## config.mk

```make
export PLATFORM = sky130hd
export DESIGN_NAME = hazard_stall_ctrl
export DESIGN_NICKNAME = d
export VERILOG_FILES = /design/src/rtl/hazard_pkg.sv /design/src/rtl/div_busy_tracker.sv /design/src/rtl/hazard_stall_ctrl.sv
export SDC_FILE = /design/constraint.sdc
export NUM_CORES = 1
export LEC_CHECK = 0
export BUFFER_PORTS_ARGS = -buffer_cell sky130_fd_sc_hd__clkbuf_2
export CORE_MARGIN = 2
export CORE_UTILIZATION = 25
export DETAILED_ROUTE_END_ITERATION = 16
export SKIP_LAST_GASP = 1
export SYNTH_ARGS = -nofsm -noshare
export SYNTH_HDL_FRONTEND = slang
export SYNTH_SLANG_ARGS = --single-unit
```

## constraint.sdc

```tcl
create_clock -name CLK -period 2.2 [get_ports CLK]
set_input_delay 0.33 -clock CLK [delete_from_list [all_inputs] [get_ports CLK]]
set_output_delay 0.33 -clock CLK [all_outputs]
set_load 0.02 [all_outputs]
```

## src/rtl/hazard_pkg.sv

```systemverilog
// -----------------------------------------------------------------------------
// hazard_pkg
//  Shared types and instruction-field constants for the pipeline hazard
//  controller (hazard_stall_ctrl) and its divider busy tracker.
//  No ports. Configuration macro used by the top: HAZARD_PERF_EN.
// -----------------------------------------------------------------------------
package hazard_pkg;

   typedef enum logic {
      IDLE = 1'b0,
      BUSY = 1'b1
   } div_state_e;

   localparam logic [5:0] OP_RTYPE   = 6'b000000;
   localparam logic [5:0] FN_DIV     = 6'b011010;
   localparam logic [5:0] FN_DIVU    = 6'b011011;
   localparam logic [5:0] FN_MFHI    = 6'b010000;
   localparam logic [5:0] FN_MFLO    = 6'b010010;
   // Funct of the bubble (ADD r0,r0,r0) injected by the ID/EX stall.
   localparam logic [5:0] FN_NOP_ADD = 6'b100000;

   function automatic logic is_div(input logic [5:0] op, input logic [5:0] fn);
      return (op == OP_RTYPE) && ((fn == FN_DIV) || (fn == FN_DIVU));
   endfunction

   function automatic logic is_hilo_rd(input logic [5:0] op, input logic [5:0] fn);
      return (op == OP_RTYPE) && ((fn == FN_MFHI) || (fn == FN_MFLO));
   endfunction

endpackage

```

## src/rtl/div_busy_tracker.sv

```systemverilog
// -----------------------------------------------------------------------------
// div_busy_tracker
//  Tracks whether HI/LO are still being produced by the divider. Goes BUSY
//  when a DIV/DIVU is in EX and returns to IDLE exactly DIV_LATENCY cycles
//  after the most recent one.
//  Ports:
//   CLK          in  clock, rising edge
//   RST_N        in  asynchronous reset, active low
//   i_div_in_ex  in  DIV/DIVU currently in EX
//   o_busy       out HI/LO not yet valid (state == BUSY)
// -----------------------------------------------------------------------------
module div_busy_tracker
   import hazard_pkg::*;
#(
   parameter int DIV_LATENCY = 32
) (
   input  logic CLK,
   input  logic RST_N,
   input  logic i_div_in_ex,
   output logic o_busy
);

   localparam int CNT_BITS = $clog2(DIV_LATENCY + 1);
   localparam logic [CNT_BITS-1:0] CNT_LOAD = CNT_BITS'(DIV_LATENCY);
   localparam logic [CNT_BITS-1:0] CNT_ONE  = CNT_BITS'(1);

   div_state_e          r_state, w_state_nxt;
   logic [CNT_BITS-1:0] r_cnt,   w_cnt_nxt;

   always_ff @(posedge CLK or negedge RST_N) begin
      if (!RST_N) begin
         r_state <= IDLE;
         r_cnt   <= '0;
      end else begin
         r_state <= w_state_nxt;
         r_cnt   <= w_cnt_nxt;
      end
   end

   always_comb begin
      w_state_nxt = r_state;
      w_cnt_nxt   = r_cnt;
      case (r_state)
         IDLE: begin
            if (i_div_in_ex) begin
               w_cnt_nxt   = CNT_LOAD;
               w_state_nxt = BUSY;
            end
         end
         BUSY: begin
            // A newer divide restarts the wait; otherwise count down and
            // leave on the last cycle of the latency window.
            if (i_div_in_ex) begin
               w_cnt_nxt = CNT_LOAD;
            end else if (r_cnt == CNT_ONE) begin
               w_cnt_nxt   = '0;
               w_state_nxt = IDLE;
            end else begin
               w_cnt_nxt = r_cnt - CNT_ONE;
            end
         end
         default: begin
            w_state_nxt = IDLE;
            w_cnt_nxt   = '0;
         end
      endcase
   end

   assign o_busy = (r_state == BUSY);

endmodule

```

## src/rtl/hazard_stall_ctrl.sv

```systemverilog
// -----------------------------------------------------------------------------
// hazard_stall_ctrl
//  Pipeline hazard controller beside the ID stage. Produces the ID/EX bubble
//  (stall), PC and IF/ID load enables and the IF/ID flush. Handles load-use,
//  taken branch/jump redirect from EX and HI/LO reads while the divider is
//  still busy. Outputs are combinational (same-cycle response).
//  Optional macro HAZARD_PERF_EN: enables the saturating performance
//  counters; otherwise stall_cycles / flush_count are tied to zero.
//  Ports:
//   CLK, RST_N                       clock / async active-low reset
//   id_Read1, id_Read2               rs / rt of ID instruction
//   id_Uses1, id_Uses2               ID instruction reads rs / rt
//   id_Opcode, id_Funct              ID instruction opcode / funct
//   ex_MemRead                       EX instruction is a load
//   ex_Reg_Write_addr                EX destination register
//   ex_Opcode, ex_Funct              EX instruction opcode / funct
//   ex_redirect                      EX resolved a taken branch/jump
//   stall                            ID/EX loads NOP at next edge
//   PC_write, IFID_write             PC / IF/ID load enables
//   IFID_flush                       IF/ID loads NOP at next edge
//   stall_cycles, flush_count        performance counters
// -----------------------------------------------------------------------------
module hazard_stall_ctrl
   import hazard_pkg::*;
#(
   parameter int DIV_LATENCY = 32,
   parameter int CNT_W       = 16
) (
   input  logic             CLK,
   input  logic             RST_N,
   input  logic [4:0]       id_Read1,
   input  logic [4:0]       id_Read2,
   input  logic             id_Uses1,
   input  logic             id_Uses2,
   input  logic [5:0]       id_Opcode,
   input  logic [5:0]       id_Funct,
   input  logic             ex_MemRead,
   input  logic [4:0]       ex_Reg_Write_addr,
   input  logic [5:0]       ex_Opcode,
   input  logic [5:0]       ex_Funct,
   input  logic             ex_redirect,
   output logic             stall,
   output logic             PC_write,
   output logic             IFID_write,
   output logic             IFID_flush,
   output logic [CNT_W-1:0] stall_cycles,
   output logic [CNT_W-1:0] flush_count
);

   logic w_load_use;
   logic w_div_in_ex;
   logic w_hilo_rd;
   logic w_div_busy;
   logic w_hilo_wait;

   // r0 is never a real destination, so a load into r0 cannot create a hazard.
   assign w_load_use = ex_MemRead && (ex_Reg_Write_addr != 5'd0) &&
                       ((id_Uses1 && (id_Read1 == ex_Reg_Write_addr)) ||
                        (id_Uses2 && (id_Read2 == ex_Reg_Write_addr)));

   assign w_div_in_ex = is_div(ex_Opcode, ex_Funct);
   assign w_hilo_rd   = is_hilo_rd(id_Opcode, id_Funct);

   // Redirects do not touch the tracker: the divide in EX is older than the
   // branch and still commits.
   div_busy_tracker #(
      .DIV_LATENCY (DIV_LATENCY)
   ) u_div_busy (
      .CLK         (CLK),
      .RST_N       (RST_N),
      .i_div_in_ex (w_div_in_ex),
      .o_busy      (w_div_busy)
   );

   assign w_hilo_wait = w_hilo_rd && (w_div_busy || w_div_in_ex);

   always_comb begin
      stall      = 1'b0;
      IFID_flush = 1'b0;
      PC_write   = 1'b1;
      IFID_write = 1'b1;
      if (!RST_N) begin
         stall      = 1'b1;
         IFID_flush = 1'b1;
         PC_write   = 1'b0;
         IFID_write = 1'b0;
      end else if (ex_redirect) begin
         // Squash the wrong-path instructions in IF/ID and ID; PC takes target.
         stall      = 1'b1;
         IFID_flush = 1'b1;
      end else if (w_load_use || w_hilo_wait) begin
         // Hold IF/ID and PC, send a bubble into EX.
         stall      = 1'b1;
         PC_write   = 1'b0;
         IFID_write = 1'b0;
      end
   end

`ifdef HAZARD_PERF_EN
   logic [CNT_W-1:0] r_stall_cycles;
   logic [CNT_W-1:0] r_flush_count;

   always_ff @(posedge CLK or negedge RST_N) begin
      if (!RST_N) begin
         r_stall_cycles <= '0;
         r_flush_count  <= '0;
      end else begin
         if (stall && !ex_redirect && (r_stall_cycles != '1))
            r_stall_cycles <= r_stall_cycles + 1'b1;
         if (ex_redirect && (r_flush_count != '1))
            r_flush_count <= r_flush_count + 1'b1;
      end
   end

   assign stall_cycles = r_stall_cycles;
   assign flush_count  = r_flush_count;
`else
   assign stall_cycles = '0;
   assign flush_count  = '0;
`endif

endmodule

```

# Word level (Yosys, flattened, before mapping)
# Index checks and enable logic that the tools add are counted.
[word_totals] word_cells=43 reg_bits=7
[op_classes] bitwise=1 n_reduce_logical=15 eq_ne=8 mux=16 add_sub_neg=1
[ops] op="$eq 6x5->1 const B" n=4
[ops] op="$mux 6" n=3
[ops] op="$logic_not 6->1" n=2
[ops] op="$pmux 6 s2" n=1
[ops] op="$mux 1" n=11
[ops] op="$eq 5x5->1" n=2
[ops] op="$logic_and 1x1->1" n=7
[ops] op="$eq 6x1->1 const B" n=1
[ops] op="$sub 6x1->6 const B" n=1
[ops] op="$logic_or 1x1->1" n=5
[ops] op="$reduce_bool 5->1" n=1
[ops] op="$ne 2x2->1 const B" n=1
[ops] op="$pmux 1 s2" n=1
[ops] op="$not 1->1" n=1

# Logic depth before layout (Yosys ltp)
[logic_depth] ltp_word=9 depth_mapped=5

# Modules after synthesis
# Synthesis repeated with hierarchy kept, for this count alone.
[unflattened] cells_unflattened=107 hier_area_um2=908.4
[by_module_without_submodules] mod="hazard_stall_ctrl" seq_area_each_um2=0.0 area_each_um2=515.5 cells_each=67 n_inst=1
[by_module_without_submodules] mod="div_busy_tracker" seq_area_each_um2=175.2 area_each_um2=392.9 cells_each=40 n_inst=1

# Worst setup path before layout
# OpenSTA, ideal clock, no wires.
[synth_path] path_type="input port to output port" startpoint="input ex_Opcode[2]" endpoint="output PC_write" required_time_ps=1870 path_buffers=1 slack_ps=68 t_arrival_ps=1802 stages=5 cell_sequence="or4b_1 -> o31a_1 -> o31ai_2 -> a41oi_1 -> buf_4"
[synth_between] elab_chain_len=8
[synth_lines] element="start: declaration" line="hazard_stall_ctrl.sv:39" source="input logic [5:0] ex_Opcode,"
[synth_lines] element="$logic_not 6->1" line="hazard_pkg.sv:23" source="return (op == OP_RTYPE) && ((fn == FN_DIV) || (fn == FN_DIVU));"
[synth_lines] element="$logic_and 1x1->1" line="hazard_pkg.sv:23"
[synth_lines] element="$logic_or 1x1->1" line="hazard_stall_ctrl.sv:75" source="assign w_hilo_wait = w_hilo_rd && (w_div_busy || w_div_in_ex);"
[synth_lines] element="$logic_and 1x1->1" line="hazard_stall_ctrl.sv:75"
[synth_lines] element="$logic_or 1x1->1" line="hazard_stall_ctrl.sv:91" source="end else if (w_load_use || w_hilo_wait) begin"
[synth_lines] element="$mux 1 (3 in series)"
[synth_lines] element="end: declaration" line="hazard_stall_ctrl.sv:43" source="output logic PC_write,"
# No other way between the ends.

# Worst setup path after layout
[layout_path] startpoint="input ex_Funct[5]" endpoint="output PC_write"
[layout_between] elab_chain_len=9 word_cells_on_any_way=10 classes_between="eq/ne: 2; mux: 3; reduce/logical: 5"
[layout_lines] element="start: declaration" line="hazard_stall_ctrl.sv:40" source="input logic [5:0] ex_Funct,"
[layout_lines] element="$eq 6x5->1" line="hazard_pkg.sv:23"
[layout_lines] element="$logic_or 1x1->1 *" line="hazard_pkg.sv:23"
[layout_lines] element="$logic_and 1x1->1 *" line="hazard_pkg.sv:23"
[layout_lines] element="$logic_or 1x1->1 *" line="hazard_stall_ctrl.sv:75"
[layout_lines] element="$logic_and 1x1->1 *" line="hazard_stall_ctrl.sv:75"
[layout_lines] element="$logic_or 1x1->1 *" line="hazard_stall_ctrl.sv:91"
[layout_lines] element="$mux 1 *" line="hazard_stall_ctrl.sv:91"
[layout_lines] element="$mux 1 *" line="hazard_stall_ctrl.sv:87" source="end else if (ex_redirect) begin"
[layout_lines] element="$mux 1 *" line="hazard_stall_ctrl.sv:82" source="if (!RST_N) begin"
# Every way passes the cells marked *; elsewhere a longest branch is shown, timed or not.

==> flow_summary.json <==
{
  "outcome": "finished clean",
  "leakagePower_uw": 0.000530,
  "grt_pass1_vias": 613,
  "dr_total_vias": 767,
  "crit_fanout": 2,
  "dieArea_mm2": 0.00380,
  "clkTransAtPathRegs_ns": 0.05,
  "power_density_mw_per_mm2": 454,
  "combPwrFrac_pct": 40.5,
  "wl_per_cell_um": 8.62,
  "cts-root-buf": "clkbuf_4",
  "vias_per_cell": 3.93,
  "finish.net_count": 199,
  "core-area_mm2": 0.00310,
  "antenna_cells": 0,
  "fp.dieW_um": 61.6,
  "die_y_um": 61.6,
  "io_pins": 81,
  "overflow": 0,
  "drive_gt1_share_pct": 36.4,
  "maxCapViolations": 0,
  "drv_slew": 0,
  "path_buf_inv": 2,
  "drtIter0Drc": 20,
  "fmax_mhz": 464,
  "gp_congestion": 0.772,
  "avgSynthCellArea_um2": 8.15,
  "p_sw_share_pct": 38.9,
  "hold_viol_final": 0,
  "fin_tns_setup_ns": 0,
  "crit_type": "input port to output pin",
  "period_share_pct": 98.1,
  "clkSinkCount": 7,
  "ys_top_cells_by_area": "buf_4 30%, dfrtp_1 21%, xnor2_1 11%, ha_1 3.0%, nor3_1 3.0%",
  "multiInputGateArea_um2": 517,
  "ys_ff_latch": 7,
  "finalSetupViolCount": 0,
  "cp_slowest_cell": "or4b_4",
  "ant_nets": 0,
  "synth.distinct_cells": 28,
  "initial_core_util_pct": 26.8,
  "fillers": 347,
  "hold_class": "input port to asynchronous set/reset pin",
  "h-tree-depth": 1,
  "worstPathArrival_ns": 1.83,
  "cp-start-kind": "input port",
  "yosysTopAreaCell": "buf_4",
  "area_growth_syn_to_layout_pct": 24.5,
  "fin_skew_ns": 0.00176,
  "post-cts-setup-buffers": 0,
  "crit_path_cell_trace": "clkbuf_2 > or4b_4 > o31a_1 > o31ai_2 > a41oi_2 > buf_4",
  "grt_antenna_before_repair": 0,
  "cpLargestDelayFamily": "compound AO/OA/AOI/OAI gates",
  "cp.required_ns": 1.87,
  "grt_max_degree": 10,
  "cp_slowest_stage_delay_ns": 0.53,
  "register_area_um2": 175,
  "syn_inst": 102,
  "synth_top_area_share_pct": 29.8,
  "clkPwrFrac_pct": 25.0,
  "portBuffers": 46,
  "dpl.hpwl_um": 1500,
  "cts_max_path_buffers": 2,
  "hold_slack_ns": 0.460,
  "cts_tree": "yes",
  "clk_latency_ns": 0.25,
  "p_switching_uw": 183,
  "synth_seq_area_share_pct": 21.1,
  "synth.cell_area_um2": 831,
  "vdd_drop_max_mv": 0.132,
  "p_int_uw": 287,
  "grt_setup_unrepaired": "false",
  "drc_errors": 0,
  "cts_buffers": 3,
  "grt_use_total_pct": 8.83,
  "seq_power_share_pct": 34.5,
  "grt_pass1_wl_um": 2530,
  "cp-end-kind": "output pin",
  "first_pass_iters": 4,
  "rows": 20,
  "drt-total-wl_um": 1680,
  "synth_warnings": 0,
  "min_period_ns": 2.16
}
-- placed cells by master, fill, tap and decap left out --
master	Yosys	final
nor3_2	1	1
nor3_1	5	5
ha_1	2	2
a211oi_1	2	2
clkbuf_2	0	45
dlygate4sd3_1	0	1
clkbuf_1	0	1
buf_4	33	1
a211o_1	1	1
nor2_1	6	6
a311oi_1	1	1
or4b_4	0	1
nand2_1	6	6
nor4_1	2	2
a21oi_1	3	3
a31oi_1	2	2
nor3b_1	1	1
clkbuf_4	0	3
o31ai_2	1	1
o31a_1	1	1
or2_2	1	1
inv_1	5	5
nand4_1	3	3
conb_1	1	32
nand3_1	1	1
xnor2_1	10	10
or4_4	1	1
nand3b_1	2	2
a41oi_2	0	1
o22ai_1	1	1
dfrtp_1	7	7
a311o_1	1	1
-- per-stage QoR --
step / utilization (%) / std cells / instance area (µm²) / setup WS [ns] / total power [µW]
floorplan: - / 133 / 947 / 0.0679 / 331
global placement: 31.7 / 190 / 985 / 0.0855 / 350
detailed placement: 31.7 / 190 / 985 / 0.0737 / 351
CTS: 32.9 / 195 / 1020 / 0.0724 / 475
global route: 33.3 / 195 / 1030 / 0.00538 / 512
finish: 33.3 / 195 / 1030 / 0.0426 / 470
-- layout make-up --
cell class	instances	area share, %
timing repair buffer	47	23.5
sequential	7	16.9
tap	44	5.32
clock buffer	4	2.54
multi-input combinational	88	49.9
inverter	5	1.81
-- per-layer routing --
metal	wire (µm)	part of all wire (%)	track usage, %
met1	603	36	10.1
met2	805	48	15.2
met3	264	16	3.99
met4	8	0.48	1.82
met5	0	0	0
-- path summary, 6_finish.rpt --
kind,from,end,slack [ns],cells after the start
setup / recovery,ex_Funct[5],PC_write,0.04,6
hold / removal,RST_N,u_div_busy.o_busy,0.46,2
setup reg to reg,u_div_busy.r_cnt[1],u_div_busy.r_cnt[3],0.70,5
hold reg to reg,u_div_busy.r_cnt[4],u_div_busy.r_cnt[4],0.49,1
max in group asynchronous,RST_N,u_div_busy.r_cnt[4],1.56,2
min in group CLK,ex_Opcode[5],u_div_busy.r_cnt[0],0.49,4
-- power by group through the flow --
stage          logic, µW  clock network [µW]  registers, µW
2_1_floorplan        171                   0            160
3_3_place_gp         186                   0            164
3_5_place_dp         187                   0            164
4_1_cts              189                 124            162
5_1_grt              216                 132            164
6_report             190                 117            162
-- kinds of logic (layout without fill, tap and decap cells) --
family | count (synthesis) | after routing | share of synthesized area (%)
simple gates | 30 | 30 | 20.0
flops | 7 | 7 | 21.1
compound gates | 14 | 14 | 12.8
fa+ha+maj | 2 | 2 | 3.01
buf+inv | 38 | 56 | 32.1
xor+xnor | 10 | 10 | 10.5
other cells | 1 | 32 | 0.451
-- worst reg2reg max path, stage by stage (launching register included) --
cell and delay, ns:
dfrtp_1 0.36, inv_1 0.08, ha_1 0.19, a31oi_1 0.40, a21oi_1 0.12, a311oi_1 0.25
-- synth_stat cells, drive strengths merged --
cell type / n
a211oi: 2
a41oi: 1
or2: 1
o31ai: 1
nand3: 1
o31a: 1
o22ai: 1
nand3b: 2
nor3b: 1
dfrtp: 7
nor2: 6
a311oi: 1
nor3: 6
inv: 5
a21oi: 3
nand4: 3
or4: 1
ha: 2
xnor2: 10
a31oi: 2
a311o: 1
conb: 1
nor4: 2
a211o: 1
buf: 33
nand2: 6
or4b: 1
-- flip-flops by register name (all words and copies together), names as in the netlist --
name / cells
u_div_busy.o_busy: 1
u_div_busy.r_cnt: 6
-- repair_timing --
action / 4_1_cts / 5_1_grt
hold buffers: 1 / 0
resized for setup: 0 / 4
setup endpoints to repair: 0 / 2
endpoints found under the hold margin: 7 / 0
(Power assumes the default switching activity.)
